### src/rtl/axi_rd_arbiter_n.sv
// axi_rd_arbiter_n: round-robin N-master AXI4 read arbiter with beat checking and a burst watchdog.
// Define AXI_RD_ARB_STATS_EN to add per-master grant counters and a timeout counter.
module axi_rd_arbiter_n #(
  parameter int NUM_MASTERS = 3,
  parameter int DATA_WIDTH  = 64,
  parameter int ADDR_WIDTH  = 32,
  parameter int ID_WIDTH    = 4,
  parameter int WDOG_W      = 10,
  parameter int MW          = $clog2(NUM_MASTERS)
) (
  input  logic                            clk,
  input  logic                            rst_n,
`ifdef AXI_RD_ARB_STATS_EN
  input  logic                            stats_clr,
  output logic [NUM_MASTERS*16-1:0]       grant_cnt,
  output logic [7:0]                      timeout_cnt,
`endif
  input  logic [NUM_MASTERS*ID_WIDTH-1:0] s_arid,
  input  logic [NUM_MASTERS*ADDR_WIDTH-1:0] s_araddr,
  input  logic [NUM_MASTERS*8-1:0]        s_arlen,
  input  logic [NUM_MASTERS*3-1:0]        s_arsize,
  input  logic [NUM_MASTERS*2-1:0]        s_arburst,
  input  logic [NUM_MASTERS-1:0]          s_arvalid,
  output logic [NUM_MASTERS-1:0]          s_arready,
  output logic [ID_WIDTH-1:0]             s_rid,
  output logic [DATA_WIDTH-1:0]           s_rdata,
  output logic [1:0]                      s_rresp,
  output logic                            s_rlast,
  output logic [NUM_MASTERS-1:0]          s_rvalid,
  input  logic [NUM_MASTERS-1:0]          s_rready,
  output logic [ID_WIDTH-1:0]             m_arid,
  output logic [ADDR_WIDTH-1:0]           m_araddr,
  output logic [7:0]                      m_arlen,
  output logic [2:0]                      m_arsize,
  output logic [1:0]                      m_arburst,
  output logic                            m_arvalid,
  input  logic                            m_arready,
  input  logic [ID_WIDTH-1:0]             m_rid,
  input  logic [DATA_WIDTH-1:0]           m_rdata,
  input  logic [1:0]                      m_rresp,
  input  logic                            m_rlast,
  input  logic                            m_rvalid,
  output logic                            m_rready,
  output logic [MW-1:0]                   grant_idx,
  output logic                            busy,
  output logic                            timeout_evt,
  output logic                            len_err
);
  typedef enum logic [1:0] {IDLE, ADDR, DATA, ERR} state_t;
  state_t state;
  logic [MW-1:0] last_grant, winner;
  logic found, ar_hs, beat, expire, done, sel_rready;
  logic [7:0] beat_cnt, latched_len;
  logic [ID_WIDTH-1:0] latched_id;
  logic [WDOG_W-1:0] wdog;
  // Walk downward so the smallest offset past last_grant ends up as the winner.
  always_comb begin
    found = 1'b0;
    winner = '0;
    for (int i = NUM_MASTERS; i >= 1; i--)
      if (s_arvalid[(int'(last_grant) + i) % NUM_MASTERS]) begin
        found = 1'b1;
        winner = MW'((int'(last_grant) + i) % NUM_MASTERS);
      end
  end
  assign m_arid     = s_arid[ID_WIDTH*int'(grant_idx) +: ID_WIDTH];
  assign m_araddr   = s_araddr[ADDR_WIDTH*int'(grant_idx) +: ADDR_WIDTH];
  assign m_arlen    = s_arlen[8*int'(grant_idx) +: 8];
  assign m_arsize   = s_arsize[3*int'(grant_idx) +: 3];
  assign m_arburst  = s_arburst[2*int'(grant_idx) +: 2];
  assign m_arvalid  = state == ADDR && s_arvalid[grant_idx];
  assign ar_hs      = m_arvalid && m_arready;
  assign sel_rready = s_rready[grant_idx];
  assign beat       = state == DATA && m_rvalid && sel_rready;
  assign expire     = state == DATA && !beat && &wdog;
  assign done       = (beat && m_rlast) || (state == ERR && sel_rready);
  assign m_rready   = state == ERR || (state == DATA && sel_rready);
  assign busy       = state != IDLE;
  // In ERR the master sees a synthesized SLVERR beat; late DDR data is drained unseen.
  assign s_rid      = state == ERR ? latched_id : m_rid;
  assign s_rdata    = state == ERR ? '0 : m_rdata;
  assign s_rresp    = state == ERR ? 2'b10 : m_rresp;
  assign s_rlast    = state == ERR || m_rlast;
  always_comb begin
    s_arready = '0;
    s_rvalid = '0;
    s_arready[grant_idx] = state == ADDR && m_arready;
    s_rvalid[grant_idx] = state == ERR || (state == DATA && m_rvalid);
  end
  always_ff @(posedge clk or negedge rst_n)
    if (!rst_n) begin
      state <= IDLE;
      last_grant <= MW'(NUM_MASTERS - 1);
      grant_idx <= '0;
      beat_cnt <= '0;
      latched_len <= '0;
      latched_id <= '0;
      wdog <= '0;
      timeout_evt <= 1'b0;
      len_err <= 1'b0;
    end else begin
      timeout_evt <= expire;
      len_err <= beat && m_rlast && beat_cnt != latched_len;
      wdog <= state == DATA && !beat ? wdog + 1'b1 : '0;
      if (done) last_grant <= grant_idx;
      case (state)
        IDLE: if (found) begin
          grant_idx <= winner;
          state <= ADDR;
        end
        ADDR: if (ar_hs) begin
          latched_len <= m_arlen;
          latched_id <= m_arid;
          beat_cnt <= '0;
          state <= DATA;
        end
        DATA: begin
          if (beat) beat_cnt <= beat_cnt + 8'd1;
          state <= beat && m_rlast ? IDLE : expire ? ERR : DATA;
        end
        default: if (sel_rready) state <= IDLE;
      endcase
    end
`ifdef AXI_RD_ARB_STATS_EN
  logic [15:0] cur_cnt;
  assign cur_cnt = grant_cnt[16*int'(grant_idx) +: 16];
  always_ff @(posedge clk or negedge rst_n)
    if (!rst_n) begin
      grant_cnt <= '0;
      timeout_cnt <= '0;
    end else if (stats_clr) begin
      grant_cnt <= '0;
      timeout_cnt <= '0;
    end else begin
      if (done && !(&cur_cnt)) grant_cnt[16*int'(grant_idx) +: 16] <= cur_cnt + 16'd1;
      if (expire && !(&timeout_cnt)) timeout_cnt <= timeout_cnt + 8'd1;
    end
`endif
`ifndef SYNTHESIS
  always @(posedge clk)
    if (rst_n && state == IDLE)
      assert (!m_rvalid) else $error("axi_rd_arbiter_n: m_rvalid asserted while IDLE");
`endif
endmodule
### config.mk
export PLATFORM = sky130hd
export DESIGN_NAME = axi_rd_arbiter_n
export DESIGN_NICKNAME = d
export VERILOG_FILES = /design/src/rtl/axi_rd_arbiter_n.sv
export SDC_FILE = /design/constraint.sdc
export NUM_CORES = 1
export LEC_CHECK = 0
export CAP_MARGIN = 10
export CORE_AREA = 2 2 140 142
export CTS_BUF_LIST = sky130_fd_sc_hd__clkbuf_8
export CTS_CLUSTER_SIZE = 40
export DETAILED_ROUTE_END_ITERATION = 7
export DIE_AREA = 0 0 142 144
export PLACE_DENSITY_LB_ADDON = 0.2
export SLEW_MARGIN = 10
export SYNTH_ARGS = -nofsm -noshare
export SYNTH_HDL_FRONTEND = slang
export SYNTH_SLANG_ARGS = --single-unit
### constraint.sdc
create_clock -name clk -period 4.9 [get_ports clk]
set_input_delay 0.98 -clock clk [delete_from_list [all_inputs] [get_ports clk]]
set_output_delay 0.98 -clock clk [all_outputs]
set_load 0.05 [all_outputs]
==> flow_summary.yaml, run 1 <==
clocking:
  tritoncts: "done"
  cts_resized: 0
  cts_buffers: 5
  ctsRootBufferMaster: "clkbuf_8"
  cts_buffer_depth: 2
  htreeDepth: 2
  clock_latency_ps: 290
  holdBufCountCts: 0
  clk_pin_slew_ps: 80
  post-cts-setup-buffer-count: 0
  clkSinkCount: 38
routing:
  antenna_left: 0
  drc: 0
  drtIter0Drc: 166
  avgViaCountPerCell: 4.35
  wl_per_cell_um: 18.1
  vias: 4479
  firstDrtPassIters: 4
  drt-total-wl_mm: 18.6
grt:
  grt_max_degree: 59
  grt_busiest_layer: "met2"
  grt_usage_pct: 16.5
  grtUsageMet3_pct: 4.34
  grt_remaining_overflow: 0
  use_met2_pct: 26.2
  grt_pass1_wl_mm: 25.6
  met1_usage_pct: 23.0
  antenna_found_initial: 2
  grt_pass1_vias: 4189
floorplan:
  start_util_pct: 19.0
  fp-row-count: 51
  die_width_um: 142
  dieArea_um2: 20400
  ios: 361
  core_area_um2: 19100
  die_h_um: 144
pwr:
  swShare_pct: 57.5
  leakagePower_nw: 2.93
  p_switching_mw: 2.49
  p_seq_share_pct: 13.1
  clkPwrFrac_pct: 7.6
  cellPowerDensity_nw_per_um2: 569
  ir_worst_vdd_uv: 207
  p_comb_share_pct: 79.3
  internal_power_mw: 1.84
timing:
  slew_viol_final: 0
  worst_slack_ps: 930
  rsz0062_at_grt: "no"
  hold_slack_ps: 517
  post-route-period-util_pct: 81.0
  maxSlewHeadroom_pct: 40.9
  worstMarginPinSlew_ps: 886
  setup_tns_ps: 0
  finalSetupViolations: 0
  fmaxAchievable_ghz: 0.252
  hold_violations: 0
  min_period_ps: 3970
  final.setup_skew_ps: 7.92
synth:
  syn_area_um2: 3630
  ys.flop_type: "dfrtp_1"
  synth_edf_count: 0
  synth_fp_nets: 687
  yosys.area.top_type: "dfrtp_1"
  synthTopCellsByArea: "dfrtp_1 (26%), mux2i_1 (15%), nor2b_1 (11%)"
  yosys_warnings: 0
  synthCells: 451
  syn_avg_cell_area_um2: 8.04
  synth_top_area_share_pct: 25.5
  synth-seq-cells: 38
  ys_seq_area_share_pct: 26.3
  synth_cell_types: 51
  synthArstFlopShare_pct: 100
critical_path:
  critPathMaxFanout: 4
  end_kind: "primary output"
  cp.arrival_ps: 2990
  cp.required_ps: 3920
  critPathLaunchType: "input port"
  path_class: "input port to primary output"
min_path:
  holdCritPathClass: "register to register"
place:
  place_congestion: 0.743
  place_ws_ps: 946
  port_buffers: 360
  hpwlAfterDp_mm: 15.5
  dpl.cell_count: 1021
outcome:
  status: "finished clean"
flow_run:
  drv_cap: 0
cells_and_area:
  fin_cells: 1030
  final_core_util_pct: 39.8
  synthToLayoutAreaGrowth_pct: 110
  drive_above_1_share_pct: 5.69
  fin_nets: 1026
==> through the flow <==
stage	total power, mW	instance area, um^2
after global placement	4.02	7460
after floorplan	2.77	3630
final	4.33	7600
after CTS	4.37	7600
after global routing	4.56	7600
after detailed placement	4.02	7460
==> cells in the mapped netlist (2+ instances only) <==
master,instances
nor4_1,2
nand2b_1,5
or2_2,2
ha_1,8
or3_1,5
dfrtp_1,37
nor2b_1,66
a22o_1,2
o21ai_0,59
and3_1,3
and2_1,2
clkbuf_1,20
a21oi_1,9
nor3_1,2
mux2i_1,53
buf_2,10
nand3_1,11
and4_1,3
nand4_1,6
inv_1,9
mux2_2,16
nor2_1,16
o22ai_1,2
xnor2_1,2
nand2_1,61
o31ai_1,2
xor2_1,14
==> cells in the final DEF (no fill, tap or decap), drive strengths merged, types with 8 or more instances in the layout <==
cell type / count
dfrtp: 37
nor2b: 66
nand3: 11
nor2: 16
mux2: 16
a21oi: 9
inv: 10
clkdlybuf4s50: 359
o21ai: 59
nand2: 61
xor2: 14
mux2i: 54
ha: 8
==> sequential cells by signal, summed over array words and instances (netlist names) <==
| signal | count |
|---|---|
| grant_idx | 2 |
| last_grant | 2 |
| state | 2 |
| latched_len | 8 |
| wdog | 10 |
| beat_cnt | 8 |
| latched_id | 4 |
| timeout_evt | 1 |
| len_err | 1 |
==> layer usage <==
layer  routed length, um  share of wire, %
met5                   8             0.043
met4                  83              0.45
met3                1520               8.2
met2                8630                46
met1                8390                45
==> cell families (layout without fill, tap and decap cells) <==
kind of cell             Yosys count  in the layout  synth area share [%]
buffers and inverters             42            382                  4.80
adder cells (fa/ha/maj)           10             10                  3.35
XOR/XNOR                          16             16                  3.86
multiplexers                      70             70                  20.2
AO/OA/AOI/OAI                     85             85                  13.9
flip-flops                        38             38                  26.3
AND/OR/NAND/NOR                  190            190                  27.6
other                              0              1                     0
==> cell type report <==
type	instances	area, um^2
clock inverters	2	60.1
well taps	238	298
flip-flops and latches	38	957
clock buffers	6	82.6
repair buffers	364	3650
inverters	10	37.5
diodes	1	2.50
fillers	1946	11500
multi-input cells	371	2510
==> worst max-delay path: stages <==
cell	delay, ps
clkdlybuf4s50_1	500
mux2i_4	100
o2bb2ai_1	370
a21o_1	190
clkdlybuf4s50_1	840
==> worst paths after layout <==
check / startpoint / end / slack, ps / depth (start not counted)
setup / recovery: s_rready[1] / m_rready / 930 / 5
hold / removal: wdog[0] / wdog[0] / 520 / 1
setup reg to reg: grant_idx[0] / beat_cnt[5] / 2050 / 5
hold reg to reg: wdog[0] / wdog[0] / 520 / 1
max in group asynchronous: rst_n / grant_idx[0] / 3440 / 1
min in group asynchronous: rst_n / timeout_evt / 810 / 1
==> power by group through the flow <==
stage / logic, mW / clock network (mW) / registers [mW]
after floorplan: 2.27 / 0 / 0.494
after detailed placement: 3.44 / 0 / 0.575
after global placement: 3.45 / 0 / 0.572
after CTS: 3.45 / 0.343 / 0.569
final: 3.43 / 0.330 / 0.567
after global routing: 3.61 / 0.355 / 0.588
Note: power is estimated with default switching activity, not from simulation.
==> inputs of run 2 (changes only) <==
- CORE_AREA: 2 2 140 142 -> 2 2 141 143
- DIE_AREA: 0 0 142 144 -> 0 0 143 145
- clock period: 4.9 -> 3.75 ns (I/O delays scaled with it)
==> run 2 against run 1 <==
Sequential share of layout area barely moved. Die area rose by 1.4%. Sequential power rose by 27%. First-iteration DRC count fell by 23%. Critical path type is now register to primary output. Total power rose by 27%. Utilization fell by 0.24 points. Combinational power rose by 31%. Largest cell class unchanged. Global-route usage fell by 0.11 points. Critical path depth did not move. Clock power fell by 12%.
==> flow_summary.yaml, run 2 (synthesis results as in run 1) <==
pwr:
  ir_worst_vdd_uv: 237
  leakagePower_nw: 2.95
  cellPowerDensity_nw_per_um2: 723
timing:
  hold_violations: 0
  finalSetupViolations: 0
  final.setup_skew_ps: 6.23
  worstMarginPinSlew_ps: 863
  fmaxAchievable_ghz: 0.294
  setup_tns_ps: 0
  slew_viol_final: 0
  post-route-period-util_pct: 90.7
  rsz0062_at_grt: "no"
  maxSlewHeadroom_pct: 42.5
  min_period_ps: 3400
cells_and_area:
  largestRegisters: "wdog x10, beat_cnt x8, latched_len x8"
  design_area_um2: 7610
  largest_reg_flops: 10
  fin_cells: 1061
  final_common_cell: "clkdlybuf4s50_1"
  fin_nets: 1031
  drive_above_1_share_pct: 6.78
  antenna_cells: 0
  synthToLayoutAreaGrowth_pct: 110
  top_register: "wdog"
  final_cell_mix: "clkdlybuf4s50_1 (354), nor2b_1 (65), nand2_1 (61)"
critical_path:
  critPathMaxFanout: 27
  path_class: "register to primary output"
  regToRegSetupSlack_ps: 1110
  end_kind: "primary output"
  critPathLaunchType: "register"
  cp.required_ps: 3000
  cp.arrival_ps: 2650
grt:
  grt_pass1_vias: 4450
  grt_max_degree: 46
  grt_pass1_wl_mm: 26.4
  grt_usage_pct: 16.4
  grt_remaining_overflow: 0
  antenna_found_initial: 0
routing:
  firstDrtPassIters: 4
  drc: 0
  antenna_left: 0
  wl_per_cell_um: 16.9
  avgViaCountPerCell: 4.15
  drt-total-wl_mm: 17.9
  vias: 4408
  drtIter0Drc: 127
clocking:
  cts_buffers: 5
  cts_buffer_depth: 2
  ctsRootBufferMaster: "clkbuf_8"
  tritoncts: "done"
  clkSinkCount: 38
  clock_latency_ps: 290
  cts_resized: 0
  holdBufCountCts: 0
  clk_pin_slew_ps: 80
  htreeDepth: 2
  post-cts-setup-buffer-count: 0
floorplan:
  core_area_um2: 19200
  fp-row-count: 51
  ios: 361
  start_util_pct: 18.9
  die_width_um: 143
  dieArea_um2: 20700
  die_h_um: 145
outcome:
  status: "finished clean"
min_path:
  holdCritPathClass: "register to register"
place:
  dpl.cell_count: 1053
  hpwlAfterDp_mm: 15.0
  place_congestion: 0.846
  port_buffers: 360
  postPlaceCellArea_um2: 7510
flow_run:
  drv_cap: 0
==> run 2: where the power goes <==
part / internal, mW / total [mW] / leakage [nW] / switching (mW)
Clock: 0.146 / 0.290 / 0.0524 / 0.144
Sequential: 0.536 / 0.722 / 0.495 / 0.186
Combinational: 1.60 / 4.49 / 2.40 / 2.89
Total: 2.28 / 5.50 / 2.95 / 3.22
==> run 2: through the flow <==
stage / total power [mW] / hold slack, ps / util [%] / worst slack [ps]
after floorplan: 3.62 / 454 / - / 185
after global placement: 5.26 / 489 / 39.1 / 507
after detailed placement: 5.26 / 497 / 39.1 / 469
after CTS: 5.56 / 509 / 39.6 / 329
after global routing: 5.81 / 536 / 39.6 / 227
final: 5.50 / 506 / 39.6 / 349
==> run 2: worst paths after layout <==
check / startpoint / endpoint / cells after the start
worst min-delay path: wdog[0] / wdog[0] / 1
worst max-delay path: grant_idx[0] / m_araddr[31] / 5
worst max register to register: grant_idx[0] / beat_cnt[5] / 5
min in group asynchronous: rst_n / timeout_evt / 1
max in group asynchronous: rst_n / grant_idx[0] / 1
worst min register to register: wdog[0] / wdog[0] / 1
==> run 2: worst max-delay path, stage by stage (launching register included) <==
cell and delay, ps:
dfrtp_4 670, nor2b_4 230, buf_4 340, nand2_1 120, o21ai_0 110, clkdlybuf4s50_1 850
==> run 2: cell type report <==
type / instances / area [um^2]
Clock buffer: 6 / 82.6
Clock inverter: 2 / 8.76
Fill cell: 2019 / 11600
Inverter: 10 / 37.5
Multi-Input combinational cell: 371 / 2510
Sequential cell: 38 / 957
Tap cell: 265 / 332
Timing Repair Buffer: 369 / 3680
==> run 2: routing by layer <==
metal / global-route usage, % / wire (um) / vias to the layer above
met1: 19.9 / 7290 / 1945
met2: 29.4 / 8910 / 213
li1: - / - / 2240
met3: 4.16 / 1500 / 10
met5: 0 / 0 / -
met4: 2.77 / 183 / 0
